--- config.mk ---
export PLATFORM = sky130hd
export DESIGN_NAME = csa_accum_seq
export DESIGN_NICKNAME = d
export VERILOG_FILES = /design/src/rtl/csa_accum_seq.sv
export SDC_FILE = /design/constraint.sdc
export NUM_CORES = 1
export LEC_CHECK = 0
export CAP_MARGIN = 10
export CORE_MARGIN = 3
export CORE_UTILIZATION = 45
export CTS_CLUSTER_DIAMETER = 200
export DETAILED_ROUTE_END_ITERATION = 12
export HOLD_SLACK_MARGIN = 0.05
export PLACE_DENSITY = 0.69
export SLEW_MARGIN = 20
export SYNTH_ARGS = -nofsm -noshare
export SYNTH_HDL_FRONTEND = slang
export SYNTH_SLANG_ARGS = --single-unit
--- constraint.sdc ---
create_clock -name clk_i -period 6.38 [get_ports clk_i]
set_input_delay 1.276 -clock clk_i [delete_from_list [all_inputs] [get_ports clk_i]]
set_output_delay 1.276 -clock clk_i [all_outputs]
set_load 0.005 [all_outputs]
--- src/rtl/csa_accum_seq.sv ---
// csa_accum_seq: carry-save multi-operand accumulator with one final carry-propagate add.
// Define CSA_ACCUM_SIGNED_EN for sign-extended operands; otherwise operands are zero-extended.
module csa_accum_seq #(
   parameter int OP_WIDTH  = 32,
   parameter int ACC_WIDTH = OP_WIDTH + 8,
   parameter int MAX_OPS   = 255,
   parameter int CNT_WIDTH = $clog2(MAX_OPS + 1)
) (
   input  logic                 clk_i,
   input  logic                 rst_i,
   input  logic                 start_i,
   input  logic [CNT_WIDTH-1:0] num_ops_i,
   input  logic                 op_valid_i,
   output logic                 op_ready_o,
   input  logic [OP_WIDTH-1:0]  op_i,
   output logic                 res_valid_o,
   input  logic                 res_ready_i,
   output logic [ACC_WIDTH-1:0] res_o,
   output logic                 busy_o
);
   typedef enum logic [1:0] {IDLE, ACCUM, RESOLVE, DONE} state_t;
   state_t state;
   logic [ACC_WIDTH-1:0] s, c, x, s_nxt, c_nxt;
   logic [CNT_WIDTH-1:0] rem;
`ifdef CSA_ACCUM_SIGNED_EN
   assign x = {{(ACC_WIDTH-OP_WIDTH){op_i[OP_WIDTH-1]}}, op_i};
`else
   assign x = {{(ACC_WIDTH-OP_WIDTH){1'b0}}, op_i};
`endif
   // 3:2 compression: no carry ripples until RESOLVE
   assign s_nxt = s ^ c ^ x;
   assign c_nxt = ((s & c) | (s & x) | (c & x)) << 1;
   always_ff @(posedge clk_i) begin
      if (rst_i) begin
         state       <= IDLE;
         s           <= '0;
         c           <= '0;
         rem         <= '0;
         op_ready_o  <= 1'b0;
         res_valid_o <= 1'b0;
         res_o       <= '0;
         busy_o      <= 1'b0;
      end else begin
         case (state)
            IDLE: begin
               s <= '0;
               c <= '0;
               if (start_i) begin
                  rem    <= num_ops_i;
                  busy_o <= 1'b1;
                  if (num_ops_i != '0) begin
                     state      <= ACCUM;
                     op_ready_o <= 1'b1;
                  end else state <= RESOLVE;
               end
            end
            ACCUM: if (op_valid_i && op_ready_o) begin
               s   <= s_nxt;
               c   <= c_nxt;
               rem <= rem - 1'b1;
               if (rem == CNT_WIDTH'(1)) begin
                  state      <= RESOLVE;
                  op_ready_o <= 1'b0;
               end
            end
            RESOLVE: begin
               res_o       <= s + c;
               res_valid_o <= 1'b1;
               state       <= DONE;
            end
            DONE: if (res_ready_i) begin
               s           <= '0;
               c           <= '0;
               res_valid_o <= 1'b0;
               busy_o      <= 1'b0;
               state       <= IDLE;
            end
            default: state <= IDLE;
         endcase
      end
   end
endmodule

==> run_results.csv, run 1 <==
group,metric,value,unit
synthesis,synth-edff-count,0,
floorplanning,fp.dieH,139.0,um
power_and_ir_drop,ir_drop,0.2299,mV
setup_path,critical_path_arrival,3.73,ns
routing,wl_per_cell,16.20,um
power_and_ir_drop,power.switching,0.0009989,W
sta,skew,0.007568,ns
synthesis,synth.area.top_cells,"dfxtp_1 33%, a21oi_1 8.4%, fa_1 8.1%",
floorplanning,num_rows,47,
setup_path,critPathCaptureType,"flop",
synthesis,syn_area,7954,um2
synthesis,synth_top_area_share,33.22,%
synthesis,ys_async_sr_fraction,0,%
synthesis,yosys-mux-area-fraction,1.762,%
synthesis,yosys_warnings,0,
placement,hpwlAfterDp,14090,um
synthesis,synthFlopType,"dfxtp_1",
power_and_ir_drop,leakage,3.648,nW
finish,fin_nets,1151,
synthesis,yosys.area_share.simple,21.63,%
hold_path,min_path_type,"reg -> reg",
floorplanning,ios,88,
synthesis,avgSynthCellArea,8.100,um2
finish,fillers,1638,
routing,vias,7223,
sta,max_freq,289.3,MHz
synthesis,synth-compound-area-share,21.65,%
global_route,globalRouteOverflowTotal,0,
clock_network,htreeDepth,4,
clock_network,clk_pin_slew,0.06,ns
synthesis,yosysMostFrequentCell,"nand2_1",
power_and_ir_drop,combinationalPowerShare,29.7,%
setup_path,worst-path-buf-inv,2,
setup_path,crit_path_max_incr_delay,0.76,ns
synthesis,yosysSeqAreaShare,33.22,%
power_and_ir_drop,swShare,35.80,%
placement,place_area,8890,um2
power_and_ir_drop,p_int,0.001791,W
setup_path,crit_chain,"clkdlybuf4s50_1 -> o21ai_0 -> nand2b_2 -> buf_4 -> nor3_1 -> a21oi_1 -> nor2_1",
global_route,grt_pass1_vias,7056,
sta,final-max-slew-violation-count,0,
placement,place.gp.congestion,0.8729,
synthesis,ys_types,70,
routing,drt-pass1-iter-count,5,
clock_network,root_buffer,"clkbuf_16",
sta,fin_crit_sh,54.19,%
power_and_ir_drop,p_seq_share,35.2,%
synthesis,synth_seq_cells,132,
setup_path,cp_slowest_cell,"nand2b_2",
setup_path,cp_max_fo,43,
global_route,grt_max_degree,88,
routing,viasPerCell,5.723,
global_route,grt_usage,21.72,%
sta,period_minus_slack,3.457,ns
synthesis,syn_nets,1104,
clock_network,numCtsBuffers,17,
routing,dr.first_iter.drc_count,597,
floorplanning,dieArea,19310,um2
sta,setup_viol,0,
routing,ant_nets,0,
finish,fin_util,55.99,%
synthesis,synthAdderAreaFrac,15.13,%
synthesis,synthCells,982,
synthesis,synth_xor_area_share,2.202,%
clock_network,clk_latency,0.42,ns
sta,slew_headroom,31.90,%
setup_path,critPathLaunchType,"input port",
power_and_ir_drop,pwr-share-clk,35.1,%
finish,num_antenna_cells,0,
setup_path,path_class,"in -> reg",
sta,rsz0062_at_grt,"false",
synthesis,synth_common_cells,"146 x nand2_1, 134 x a21oi_1, 132 x dfxtp_1",
sta,timing.setup.tns,0,ns
floorplanning,start_util,46.96,%
clock_network,cts_sinks,132,
job,cap_violations,0,
floorplanning,die_x,139.0,um
clock_network,clk_path_buf_depth,2,
setup_path,crit_family,"buffers and inverters",
power_and_ir_drop,power.total,0.002790,W
run_status,status,"completed",
global_route,grt_pass1_wl,35110,um
routing,drc,0,
setup_path,cp.required,6.65,ns
finish,fin_area,9483,um2
global_route,antenna_found_initial,0,
sta,finalHoldViolCount,0,
clock_network,cts_resized,0,
clock_network,cts_setup_buffers,0,
finish,syn2layout_area_growth,19.22,%
power_and_ir_drop,p_per_area,294.2,nW/um2
clock_network,cts_tree,"built",
synthesis,synth_top_family_by_area,"compound AO/OA/AOI/OAI gates",
routing,postRouteWirelength,20450,um
clock_network,hold_buffers,0,
synthesis,yosysTopAreaCell,"dfxtp_1",
floorplanning,core_area,16940,um2
finish,drive_gt1_share,5.950,%
sta,worst_slew_pin_slew,1.021,ns
placement,portBuffers,87,
worst register-to-register path: cells and delay by family, from the launching register on:
family	cells	cell delay, ns
and+or+nand+nor	4	1.02
adders and majority gates	1	0.81
buffers and inverters	2	0.62
AOI/OAI and AO/OA	2	0.38
DFF	1	0.32
placed cells by master (no fill, tap or decap), drive strengths merged, types with 3 or more instances in the layout:
cell type,netlist,layout
nand2,146,146
a21oi,138,138
dfxtp,132,132
nand3,101,101
clkdlybuf4s50,0,86
nor2,60,60
o21ai,51,51
ha,45,45
fa,32,32
clkbuf,49,23
inv,20,20
nor3,16,16
xor2,15,15
a21o,14,14
mux2i,14,14
nand4,13,13
a211oi,12,12
clkinv,2,8
o211ai,8,8
and3,7,7
buf,16,7
o21a,6,6
or3,6,6
nand4b,5,5
nor4,5,5
o31ai,5,5
a31oi,5,5
o2111ai,5,5
xnor2,5,5
or2,4,4
o221ai,4,4
nand2b,4,4
o22ai,3,3
a22oi,3,3
nand3b,3,3
o21bai,3,3
metrics by stage:
step,hold slack (ns),setup slack (ns),std cells
after floorplan,0.4356,3.843,982
after global placement,0.4387,2.501,1230
after detailed placement,0.4494,2.485,1230
after CTS,0.4571,2.914,1262
after global routing,0.4844,2.691,1262
final,0.4552,2.923,1262
layout make-up:
class | instances | area (um2) | area share, %
timing repair buffer | 93 | 913.4 | 9.632
multi-input combinational | 763 | 4980 | 52.51
sequential | 132 | 2643 | 27.87
tap | 220 | 275.3 | 2.903
inverter | 22 | 82.58 | 0.8708
clock inverter | 9 | 101.3 | 1.069
clock buffer | 23 | 488.0 | 5.146
logic make-up after synthesis:
group,after synthesis
compound gates,277
buf+inv,87
mux,14
xor+xnor,20
flops,132
fa+ha+maj,77
simple gates,375
power groups by stage:
stage	logic, W	registers, W	clock network (W)
2_1_floorplan	0.000594	0.000981	0
3_3_place_gp	0.000817	0.000996	0
3_5_place_dp	0.000827	0.000998	0
4_1_cts	0.000833	0.000983	0.000990
5_1_grt	0.000940	0.000994	0.00103
6_report	0.000829	0.000983	0.000978
routing by layer:
layer  track usage (%)  wire length (um)
met1             29.74              9402
met5                 0                 0
met3             4.448              1153
met2             35.16              9572
met4             5.767               318
sequential cells by signal, indices dropped and copies added, names as in the netlist:
register,flops
s,40
busy_o,1
state,2
rem,8
op_ready_o,1
c,39
res_o,40
res_valid_o,1
path summary, 6_finish.rpt:
kind | startpoint | to | slack, ns | cells after the start
min reg2reg | s[37]$_SDFFE_PP0P_ | s[37]$_SDFFE_PP0P_ | 0.46 | 2
max | res_ready_i | s[39]$_SDFFE_PP0P_ | 2.92 | 7
max reg2reg | state[1]$_SDFFE_PP0P_ | s[39]$_SDFFE_PP0P_ | 3.09 | 9
min | s[37]$_SDFFE_PP0P_ | s[37]$_SDFFE_PP0P_ | 0.46 | 2
Note: power is estimated with default switching activity, not from simulation.
==> run 2: changes to the inputs <==
PLACE_DENSITY = 0.72   (was 0.69)
clock period = 3 ns   (was 6.38 ns; I/O delays follow)
==> run 2 against run 1 <==
Core utilization grew 0.64 points. Clock-buffer cell count shrank 4. Critical endpoint is now res_o[33]$_SDFFE_PP0P_. Register-to-register slack lost 2.7 ns. Sequential power grew 110%. First-iteration DRC count shrank 14%. Worst setup slack lost 2.6 ns. Die area is the same. Combinational power grew 120%. Global-route usage shrank 0.37 points. Non-clock buffer count grew 8. Final cell count grew 0.63%. Design area grew 1.1%.
==> run_results.csv, run 2 (synthesis results as in run 1) <==
group,metric,value,unit
run_status,status,"completed",
finish,num_antenna_cells,0,
clock_network,clk_path_buf_depth,2,
setup_path,r2r_slack,0.35,ns
routing,dr.first_iter.drc_count,516,
global_route,use_met1,28.19,%
sta,slew_headroom,44.97,%
floorplanning,die_x,139.0,um
finish,top_regs,"res_o x40, s x40, c x39",
job,cap_violations,0,
clock_network,numCtsBuffers,17,
power_and_ir_drop,p_per_area,639.0,nW/um2
sta,setup_viol,0,
global_route,met2_usage,34.80,%
floorplanning,dieArea,19310,um2
clock_network,htreeDepth,4,
floorplanning,ios,88,
routing,drt-pass1-iter-count,5,
finish,layout_commonest_cell,"nand2_1",
floorplanning,start_util,46.96,%
setup_path,r2r_cells,9,
global_route,grt-busiest-layer,"met2",
clock_network,cts_setup_buffers,0,
setup_path,cp_max_fo,6,
setup_path,critical_path_arrival,2.96,ns
global_route,grt_pass1_vias,7151,
routing,viasPerCell,5.791,
routing,ant_nets,0,
setup_path,path_class,"reg -> reg",
setup_path,critPathCaptureType,"flop",
placement,portBuffers,87,
finish,drive_gt1_share,6.571,%
setup_path,critPathLaunchType,"flop",
sta,fin_crit_sh,88.45,%
global_route,grt_max_degree,83,
clock_network,clk_latency,0.43,ns
clock_network,hold_buffers,0,
sta,worst_slew_pin_slew,0.8254,ns
finish,syn2layout_area_growth,20.58,%
routing,drc,0,
floorplanning,num_rows,47,
finish,fin_nets,1159,
clock_network,root_buffer,"clkbuf_16",
global_route,use_met3,4.759,%
clock_network,clk_pin_slew,0.06,ns
floorplanning,core_area,16940,um2
global_route,globalRouteOverflowTotal,0,
clock_network,cts_tree,"built",
hold_path,hold_path_depth,2,
setup_path,cp.required,3.31,ns
setup_path,r2r_start,"c[1]$_SDFFE_PP0P_",
hold_path,whs_endpoint,"s[35]$_SDFFE_PP0P_",
sta,period_minus_slack,2.653,ns
sta,skew,0.008434,ns
sta,timing.setup.tns,0,ns
routing,vias,7355,
power_and_ir_drop,power.total,0.006129,W
sta,timing.hold.ws,0.4534,ns
setup_path,startpoint,"c[1]$_SDFFE_PP0P_",
hold_path,min_path_type,"reg -> reg",
clock_network,cts_sinks,132,
sta,max_freq,376.9,MHz
global_route,antenna_found_initial,0,
placement,place.gp.congestion,0.8839,
sta,finalHoldViolCount,0,
sta,rsz0062_at_grt,"false",
global_route,grt_usage,21.34,%
power_and_ir_drop,leakage,3.690,nW
placement,hpwlAfterDp,14440,um
finish,final_cell_mix,"146 x nand2_1, 134 x a21oi_1, 132 x dfxtp_1, 100 x nand3_1, 86 x clkdlybuf4s50_1",
sta,final-max-slew-violation-count,0,
global_route,grt_pass1_wl,34670,um
clock_network,cts_resized,0,
power_and_ir_drop,ir_drop,0.5043,mV
hold_path,min_from,"s[35]$_SDFFE_PP0P_",
routing,postRouteWirelength,20700,um
floorplanning,fp.dieH,139.0,um
setup_path,r2r_end,"res_o[33]$_SDFFE_PP0P_",
routing,wl_per_cell,16.30,um
-- run 2: worst max-delay path, stage by stage (launching register included) --
cell and delay (ns):
dfxtp_1 0.34, ha_1 0.25, fa_1 0.42, a21oi_2 0.19
o221ai_2 0.20, and3_1 0.27, o211ai_2 0.20, a21oi_1 0.12
or2_1 0.26, a221o_1 0.29
-- run 2: metrics by stage --
step	util, %	cell area (um2)	setup slack (ns)	std cells
6_report	56.63	9590	0.3465	1270
5_1_grt	56.63	9590	0.2217	1270
4_1_cts	56.63	9590	0.3661	1270
3_5_place_dp	52.99	8975	0.3901	1238
3_3_place_gp	52.99	8975	0.4703	1238
2_1_floorplan	-	7954	0.6098	982
-- run 2: metal layers --
| layer | up-vias | wire, um | share of wire, % |
|---|---|---|---|
| li1 | 3608 | - | - |
| met1 | 3515 | 9485 | 46 |
| met2 | 194 | 9741 | 47 |
| met3 | 38 | 1018 | 4.9 |
| met4 | 0 | 455 | 2.2 |
| met5 | - | 0 | 0 |
-- run 2: final cells by class --
cell class | instances | area, um2
Multi-Input combinational cell | 763 | 4976
Clock inverter | 13 | 182.7
Clock buffer | 19 | 432.9
Sequential cell | 132 | 2643
Inverter | 22 | 82.58
Timing Repair Buffer | 101 | 998.5
Fill cell | 1582 | 7346
Tap cell | 220 | 275.3
-- run 2: worst max path at each step --
stage | end | slack (ns) | cells after the start
2_1_floorplan | res_o[33]$_SDFFE_PP0P_ | 0.61 | 9
3_3_place_gp | res_o[33]$_SDFFE_PP0P_ | 0.47 | 9
3_5_place_dp | res_o[33]$_SDFFE_PP0P_ | 0.39 | 9
4_1_cts | res_o[33]$_SDFFE_PP0P_ | 0.37 | 9
5_1_grt | res_o[33]$_SDFFE_PP0P_ | 0.22 | 9
6_report | res_o[33]$_SDFFE_PP0P_ | 0.35 | 9
-- run 2: power by group --
group | internal, W | switching [W]
combinational | 0.000639 | 0.00119
clock | 0.00139 | 0.000819
sequential | 0.00193 | 0.000164
total | 0.00395 | 0.00218
==> run 3: changes to the inputs <==
CORE_MARGIN = not set   (was 3)
SKIP_LAST_GASP = 1   (was not set)
==> run 3 against run 2 <==
Worst setup slack improved by 0.0050 ns. Die area decreased by 5.7%. Non-clock buffer count decreased by 1. Critical endpoint unchanged.
==> run_results.csv, run 3 (synthesis results as in run 1) <==
group,metric,value,unit
run_status,status,"completed",
finish,drive_gt1_share,6.387,%
hold_path,min_path_type,"reg -> reg",
sta,setup_viol,0,
finish,final_cell_mix,"146 x nand2_1, 134 x a21oi_1, 132 x dfxtp_1, 100 x nand3_1, 86 x clkdlybuf4s50_1",
power_and_ir_drop,power.total,0.006080,W
setup_path,critPathLaunchType,"flop",
clock_network,cts_setup_buffers,0,
clock_network,clk_latency,0.42,ns
finish,num_antenna_cells,0,
routing,drt-pass1-iter-count,5,
placement,portBuffers,87,
finish,fin_nets,1158,
setup_path,r2r_slack,0.35,ns
routing,postRouteWirelength,20240,um
floorplanning,start_util,45.99,%
placement,placed_cells,1242,
job,cap_violations,0,
floorplanning,core_area,17300,um2
setup_path,crit_path_end,"res_o[33]$_SDFFE_PP0P_",
routing,vias,7257,
finish,layout_commonest_cell,"nand2_1",
setup_path,r2r_cells,9,
global_route,globalRouteOverflowTotal,0,
setup_path,startpoint,"c[1]$_SDFFE_PP0P_",
global_route,grt-busiest-layer,"met2",
power_and_ir_drop,p_per_area,633.6,nW/um2
sta,final-max-slew-violation-count,0,
placement,hpwlAfterDp,14200,um
global_route,use_met3,4.580,%
clock_network,htreeDepth,4,
finish,stdcell_count,1274,
clock_network,hold_buffers,0,
setup_path,critical_path_arrival,2.96,ns
global_route,grt_max_degree,99,
floorplanning,die_x,135.0,um
setup_path,cp_max_fo,6,
clock_network,cts_resized,0,
finish,top_regs,"res_o x40, s x40, c x39",
global_route,met2_usage,37.20,%
global_route,grt_pass1_wl,33520,um
setup_path,cp.required,3.31,ns
floorplanning,fp.dieH,135.0,um
routing,viasPerCell,5.696,
clock_network,numCtsBuffers,17,
sta,fin_crit_sh,88.28,%
routing,drc,0,
sta,rsz0062_at_grt,"false",
global_route,antenna_found_initial,0,
clock_network,root_buffer,"clkbuf_16",
sta,worst_slew_pin_slew,0.7806,ns
clock_network,clk_path_buf_depth,2,
floorplanning,ios,88,
power_and_ir_drop,leakage,3.709,nW
finish,syn2layout_area_growth,20.64,%
global_route,grt_pass1_vias,6808,
sta,slew_headroom,47.77,%
global_route,use_met1,30.56,%
clock_network,cts_sinks,132,
finish,fillers,1634,
routing,ant_nets,0,
sta,max_freq,377.6,MHz
clock_network,clk_pin_slew,0.06,ns
sta,period_minus_slack,2.649,ns
setup_path,path_class,"reg -> reg",
routing,wl_per_cell,15.89,um
power_and_ir_drop,ir_drop,0.4933,mV
setup_path,critPathCaptureType,"flop",
global_route,grt_usage,23.04,%
floorplanning,dieArea,18210,um2
routing,dr.first_iter.drc_count,605,
sta,timing.setup.tns,0,ns
sta,finalHoldViolCount,0,
placement,place.gp.congestion,0.8886,
setup_path,r2r_end,"res_o[33]$_SDFFE_PP0P_",
floorplanning,num_rows,48,
setup_path,r2r_start,"c[1]$_SDFFE_PP0P_",
clock_network,cts_tree,"built",
sta,skew,0.006374,ns
## run 3: per-layer routing
metal | part of all wire (%) | wire length, um
met5 | 0 | 0
met4 | 2.5 | 498
met3 | 3.8 | 778
met2 | 47 | 9473
met1 | 47 | 9490
## run 3: power breakdown
group | total, W | switching [W] | internal, W
logic | 0.00187 | 0.00119 | 0.000678
clock network | 0.00213 | 0.000795 | 0.00133
registers | 0.00209 | 0.000159 | 0.00193
total | 0.00608 | 0.00214 | 0.00394
## run 3: per-stage QoR
| step | hold WS, ns | instance area (um2) | utilization, % | worst slack [ns] |
|---|---|---|---|---|
| after floorplan | 0.4356 | 7954 | - | 0.6098 |
| after global placement | 0.4416 | 8996 | 52.01 | 0.4526 |
| after detailed placement | 0.4493 | 8996 | 52.01 | 0.3904 |
| after CTS | 0.4573 | 9595 | 55.48 | 0.3549 |
| after global routing | 0.4693 | 9595 | 55.48 | 0.2203 |
| final | 0.4518 | 9595 | 55.48 | 0.3515 |
## run 3: worst min path at each step
| stage | from | to | slack (ns) | depth (start not counted) |
|---|---|---|---|---|
| final | s[34]$_SDFFE_PP0P_ | s[34]$_SDFFE_PP0P_ | 0.45 | 2 |
| after global routing | s[34]$_SDFFE_PP0P_ | s[34]$_SDFFE_PP0P_ | 0.47 | 2 |
| after CTS | s[33]$_SDFFE_PP0P_ | s[33]$_SDFFE_PP0P_ | 0.46 | 2 |
| after detailed placement | s[33]$_SDFFE_PP0P_ | s[33]$_SDFFE_PP0P_ | 0.45 | 2 |
| after global placement | s[37]$_SDFFE_PP0P_ | s[37]$_SDFFE_PP0P_ | 0.44 | 2 |
| after floorplan | s[38]$_SDFFE_PP0P_ | s[38]$_SDFFE_PP0P_ | 0.44 | 2 |
## run 3: cell type report
type	instances	area, um2	area share [%]
clock buffer	24	501.7	5.229
clock inverter	8	97.59	1.017
inverter	22	82.58	0.8606
multi-input combinational	763	4974	51.83
sequential	132	2643	27.54
tap	225	281.5	2.934
timing repair buffer	100	1016	10.59
## run 3: critical path: stages (launching register included)
cell      delay, ns
dfxtp_1        0.34
ha_1           0.24
fa_1           0.42
a21oi_2        0.19
o221ai_2       0.20
and3_1         0.29
o211ai_2       0.21
a21oi_1        0.12
or2_1          0.25
a221o_1        0.29
